<file path="src/rtl/hamming_secded_decoder.sv">
// Two-stage pipelined extended-Hamming (SECDED) decoder with
// valid/ready flow control and saturating error counters.
module hamming_secded_decoder #(
   parameter int DATA_WIDTH = 32,
   parameter int COUNT_WIDTH = 16,
   localparam int ADDR_WIDTH =
      (DATA_WIDTH <= 4)   ? 3 :
      (DATA_WIDTH <= 11)  ? 4 :
      (DATA_WIDTH <= 26)  ? 5 :
      (DATA_WIDTH <= 57)  ? 6 :
      (DATA_WIDTH <= 120) ? 7 :
      (DATA_WIDTH <= 247) ? 8 :
      (DATA_WIDTH <= 502) ? 9 : 10,
   localparam int CODED_WIDTH = 2 ** ADDR_WIDTH
) (
   input  logic                   clk_i,
   input  logic                   rst_i,
   input  logic                   in_valid_i,
   output logic                   in_ready_o,
   input  logic [CODED_WIDTH-1:0] code_i,
   output logic                   out_valid_o,
   input  logic                   out_ready_i,
   output logic [DATA_WIDTH-1:0]  data_o,
   output logic                   single_err_o,
   output logic                   double_err_o,
   output logic [ADDR_WIDTH-1:0]  err_pos_o,
   input  logic                   clr_counts_i,
   output logic [COUNT_WIDTH-1:0] corr_count_o,
   output logic [COUNT_WIDTH-1:0] uncorr_count_o
);

   // Codeword position carrying payload bit j: the j-th
   // non-power-of-two index starting at 3.
   function automatic int pos_of(input int j);
      int k;
      int p;
      k = 0;
      p = 0;
      for (int i = 3; i < CODED_WIDTH; i++) begin
         if ((i & (i - 1)) != 0) begin
            if (k == j) p = i;
            k = k + 1;
         end
      end
      return p;
   endfunction

   logic                   s1_valid_q;
   logic [CODED_WIDTH-1:0] s1_code_q;
   logic                   s2_valid_q;
   logic [DATA_WIDTH-1:0]  s2_data_q;
   logic                   s2_single_q;
   logic                   s2_double_q;
   logic [ADDR_WIDTH-1:0]  s2_pos_q;
   logic [COUNT_WIDTH-1:0] corr_q;
   logic [COUNT_WIDTH-1:0] uncorr_q;

   logic                   s1_load;
   logic                   s2_load;
   logic                   deliver;
   logic [ADDR_WIDTH-1:0]  syn_d;
   logic                   par_d;
   logic [CODED_WIDTH-1:0] fix_code_d;
   logic [DATA_WIDTH-1:0]  data_d;
   logic                   single_d;
   logic                   double_d;
   logic [ADDR_WIDTH-1:0]  pos_d;

   assign s2_load    = !s2_valid_q || out_ready_i;
   assign s1_load    = !s1_valid_q || s2_load;
   assign in_ready_o = s1_load;
   assign deliver    = s2_valid_q && out_ready_i;

   // Syndrome is the XOR of indices of set bits; P is overall parity.
   always_comb begin
      syn_d = '0;
      par_d = ^s1_code_q;
      for (int i = 1; i < CODED_WIDTH; i++) begin
         if (s1_code_q[i]) syn_d = syn_d ^ ADDR_WIDTH'(i);
      end
   end

   // Classify the error and repair a single flipped bit in place.
   always_comb begin
      fix_code_d = s1_code_q;
      single_d   = 1'b0;
      double_d   = 1'b0;
      pos_d      = '0;
      if (par_d) begin
         single_d = 1'b1;
         if (syn_d != '0) begin
            fix_code_d[syn_d] = ~s1_code_q[syn_d];
            pos_d = syn_d;
         end
      end else if (syn_d != '0) begin
         double_d = 1'b1;
      end
   end

   for (genvar j = 0; j < DATA_WIDTH; j++) begin : g_extract
      assign data_d[j] = fix_code_d[pos_of(j)];
   end

   // Stage 1: capture the incoming codeword on accept.
   always_ff @(posedge clk_i) begin
      if (rst_i) begin
         s1_valid_q <= 1'b0;
         s1_code_q  <= '0;
      end else if (s1_load) begin
         s1_valid_q <= in_valid_i;
         s1_code_q  <= code_i;
      end
   end

   // Stage 2: register the decoded result; holds under backpressure.
   always_ff @(posedge clk_i) begin
      if (rst_i) begin
         s2_valid_q  <= 1'b0;
         s2_data_q   <= '0;
         s2_single_q <= 1'b0;
         s2_double_q <= 1'b0;
         s2_pos_q    <= '0;
      end else if (s2_load) begin
         s2_valid_q  <= s1_valid_q;
         s2_data_q   <= data_d;
         s2_single_q <= single_d;
         s2_double_q <= double_d;
         s2_pos_q    <= pos_d;
      end
   end

   // Saturating error counters, bumped only when a result is taken.
   always_ff @(posedge clk_i) begin
      if (rst_i || clr_counts_i) begin
         corr_q   <= '0;
         uncorr_q <= '0;
      end else if (deliver) begin
         if (s2_single_q && (corr_q != '1))
            corr_q <= corr_q + COUNT_WIDTH'(1);
         if (s2_double_q && (uncorr_q != '1))
            uncorr_q <= uncorr_q + COUNT_WIDTH'(1);
      end
   end

   assign out_valid_o    = s2_valid_q;
   assign data_o         = s2_data_q;
   assign single_err_o   = s2_single_q;
   assign double_err_o   = s2_double_q;
   assign err_pos_o      = s2_pos_q;
   assign corr_count_o   = corr_q;
   assign uncorr_count_o = uncorr_q;

endmodule

</file>
<file path="config.mk">
export PLATFORM = sky130hd
export DESIGN_NAME = hamming_secded_decoder
export DESIGN_NICKNAME = d
export VERILOG_FILES = /design/src/rtl/hamming_secded_decoder.sv
export SDC_FILE = /design/constraint.sdc
export NUM_CORES = 1
export LEC_CHECK = 0
export ABC_CLOCK_PERIOD_IN_PS = 8800
export CAP_MARGIN = 5
export CORE_AREA = 2 2 130 132
export CTS_CLUSTER_DIAMETER = 100
export DETAILED_ROUTE_END_ITERATION = 10
export DIE_AREA = 0 0 132 134
export PLACE_DENSITY_LB_ADDON = 0.05
export SLEW_MARGIN = 40
export SYNTH_ARGS = -nofsm -noshare
export SYNTH_HDL_FRONTEND = slang
export SYNTH_SLANG_ARGS = --single-unit
</file>
<file path="constraint.sdc">
create_clock -name clk_i -period 8.8 [get_ports clk_i]
set_input_delay 2.64 -clock clk_i [delete_from_list [all_inputs] [get_ports clk_i]]
set_output_delay 2.64 -clock clk_i [all_outputs]
set_load 0.005 [all_outputs]
</file>
==> results.sh <==
export IMPL_outcome="finished clean"
export IMPL_synthTopCellsByArea="dfxtp_1 (38%), xnor2_1 (11%), nand2_1 (9.4%)"
export IMPL_drv_cap=0
export IMPL_antenna_found_initial=0
export IMPL_slew_violations=0
export IMPL_dp_cells=1204
export IMPL_synth_xor_area_frac=0.191
export IMPL_synth_edf_count=0
export IMPL_rows=47
export IMPL_vdd_ir_drop_max_mv=0.194
export IMPL_syn_area_sq_um=7340
export IMPL_stdcell_count=1235
export IMPL_wirelength_microns=19500
export IMPL_yosys_register_bits=138
export IMPL_end_kind="primary output"
export IMPL_io_pins=143
export IMPL_via_per_inst=5.22
export IMPL_cts_num_sinks=138
export IMPL_setup_viol=0
export IMPL_cts_resized_gates=0
export IMPL_syn_to_final_growth_pct=29.2
export IMPL_drt_initial_drc_count=445
export IMPL_synth_area_mux_share=0.0370
export IMPL_drc=0
export IMPL_reg2regPathDepth=10
export IMPL_grt_usage=0.222
export IMPL_yosysWarnings=0
export IMPL_root_buffer="clkbuf_16"
export IMPL_htree_levels=4
export IMPL_cts_setup_buffers=0
export IMPL_min_path_cells=2
export IMPL_dieHeight_microns=134
export IMPL_grt_max_degree=66
export IMPL_yosys_area_share_simple=0.192
export IMPL_fin_crit_sh=0.771
export IMPL_avgRoutedWirePerCell_microns=15.8
export IMPL_report_final_hold_viol_count=0
export IMPL_totalPowerFinal_mw=3.07
export IMPL_path_class="in -> out"
export IMPL_drt_antenna_violating_nets=0
export IMPL_synth_distinct_cells=52
export IMPL_synthDominantCellAreaShare=0.377
export IMPL_max_slew_margin=0.467
export IMPL_hold_class="reg -> reg"
export IMPL_cts_buffers=17
export IMPL_critPathMaxFanout=18
export IMPL_crit_required_ns=6.16
export IMPL_coreArea_sq_um=16300
export IMPL_synthArstFlopShare=0
export IMPL_crit_path_start_kind="input port"
export IMPL_port_buffers=142
export IMPL_final_core_util=0.582
export IMPL_fin_worst_skew_ns=0.00691
export IMPL_place_detailed_hpwl_microns=14100
export IMPL_clock_fmax_mhz=147
export IMPL_avgSynthCellArea_sq_um=8.25
export IMPL_syn_nets=960
export IMPL_setup_tns_ns=0
export IMPL_path_clk_slew_ns=0.06
export IMPL_syn_inst=889
export IMPL_synthAdderAreaFrac=0.00341
export IMPL_ys_seq_area_frac=0.377
export IMPL_clk_latency_ns=0.42
export IMPL_rsz0062_at_grt="no"
export IMPL_cts_tree="built"
export IMPL_gp_congestion=0.886
export IMPL_initial_core_util=0.450
export IMPL_synth_compound_area_share=0.163
export IMPL_die_w_microns=132
export IMPL_worstPathArrival_ns=4.15
export IMPL_clockBufferDepth=2
export IMPL_grt_pass1_vias=5879
export IMPL_synth_top_family_by_area="simple AND/OR/NAND/NOR gates"
export IMPL_nets=1074
export IMPL_p_leak_nw=3.41
export IMPL_dieArea_sq_um=17700
export IMPL_worstMarginPinSlew_ns=0.797
export IMPL_power_density_nw_per_um2=324
export IMPL_route_vias_total=6442
export IMPL_grt_pass1_wl_microns=31200
export IMPL_synth_flop_cell="dfxtp_1"
export IMPL_drtPass1Iterations=5
export IMPL_yosys_cell_count_top_type="nand2_1"
export IMPL_num_antenna_cells=0
export IMPL_ys_top_cells_by_count="nand2_1 (184), dfxtp_1 (138), xnor2_1 (95)"
export IMPL_synth_top_area_cell="dfxtp_1"
export IMPL_period_needed_ns=6.79
export IMPL_hold_buffers=0
export IMPL_overflow=0
export IMPL_drive_gt1_frac=0.0729
## layer usage
metal | vias to the layer above | routed length [microns] | global-route usage | share of wire
met2 | 199 | 8740 | 0.334 | 0.45
met3 | 22 | 1310 | 0.0593 | 0.067
met1 | 2972 | 9210 | 0.314 | 0.47
met4 | 0 | 241 | 0.0616 | 0.012
li1 | 3249 | - | - | -
met5 | - | 0 | 0 | 0
## critical path: stages
cell             delay [ns]
clkdlybuf4s50_1        0.49
nor2b_1                0.05
buf_4                  0.19
and2_2                 0.23
inv_2                  0.06
clkdlybuf4s50_1        0.49
## area by class of cell
| cell class | instances | area, sq um |
|---|---|---|
| well taps | 220 | 275 |
| multi-input cells | 685 | 4320 |
| flip-flops and latches | 138 | 2760 |
| inverters | 12 | 45.0 |
| fillers | 1566 | 6810 |
| clock inverters | 10 | 141 |
| clock buffers | 21 | 460 |
| repair buffers | 149 | 1480 |
## through the flow
step / setup WS, ns / hold WS, ns / cell area [sq um]
global placement: 2.02 / 0.446 / 8850
CTS: 2.01 / 0.464 / 9480
floorplan: 2.78 / 0.432 / 7340
detailed placement: 2.02 / 0.452 / 8880
finish: 2.01 / 0.462 / 9480
global route: 1.96 / 0.498 / 9480
## where the power goes
group,switching [mW],internal (mW)
Combinational,1.02,0.597
Clock,0.269,0.460
Sequential,0.0462,0.674
Total,1.34,1.73
## path summary, 6_finish.rpt
check	from	endpoint	slack, ns
setup / recovery	out_ready_i	in_ready_o	2.01
hold / removal	s1_valid_q	out_valid_o	0.46
setup reg to reg	s1_code_q[7]	data_o[28]	5.16
hold reg to reg	s1_valid_q	out_valid_o	0.46
## logic make-up after synthesis
family | count (synthesis)
and+or+nand+nor | 335
AOI/OAI and AO/OA | 183
xor gates and xnor gates | 141
DFF | 138
buffers and inverters | 66
muxes | 24
adders and majority gates | 2
## cells in the final DEF, fill, tap and decap left out, types with 5 or more instances in the layout
| cell type | instances |
|---|---|
| nand2_1 | 184 |
| clkbuf_16 | 17 |
| nor2b_1 | 5 |
| nand4_1 | 11 |
| o21ai_0 | 16 |
| buf_4 | 6 |
| clkdlybuf4s50_1 | 141 |
| or3_1 | 10 |
| and3_1 | 7 |
| inv_1 | 11 |
| xor2_1 | 30 |
| xnor2_1 | 95 |
| a221oi_1 | 5 |
| dfxtp_1 | 138 |
| nor2_1 | 80 |
| a21oi_1 | 85 |
| a311oi_1 | 9 |
| mux2i_1 | 20 |
| o21ai_1 | 7 |
| a211oi_1 | 14 |
| o311ai_1 | 10 |
| nor3_1 | 6 |
| o211ai_1 | 15 |
| xnor2_2 | 9 |
| nand3_1 | 16 |
## sequential cells by signal, indices dropped and copies added, names as in the netlist
name / count
out_valid_o: 1
single_err_o: 1
s1_valid_q: 1
data_o: 32
s1_code_q: 64
uncorr_count_o: 16
corr_count_o: 16
double_err_o: 1
err_pos_o: 6
No activity file was read; power rests on OpenSTA's default activity.
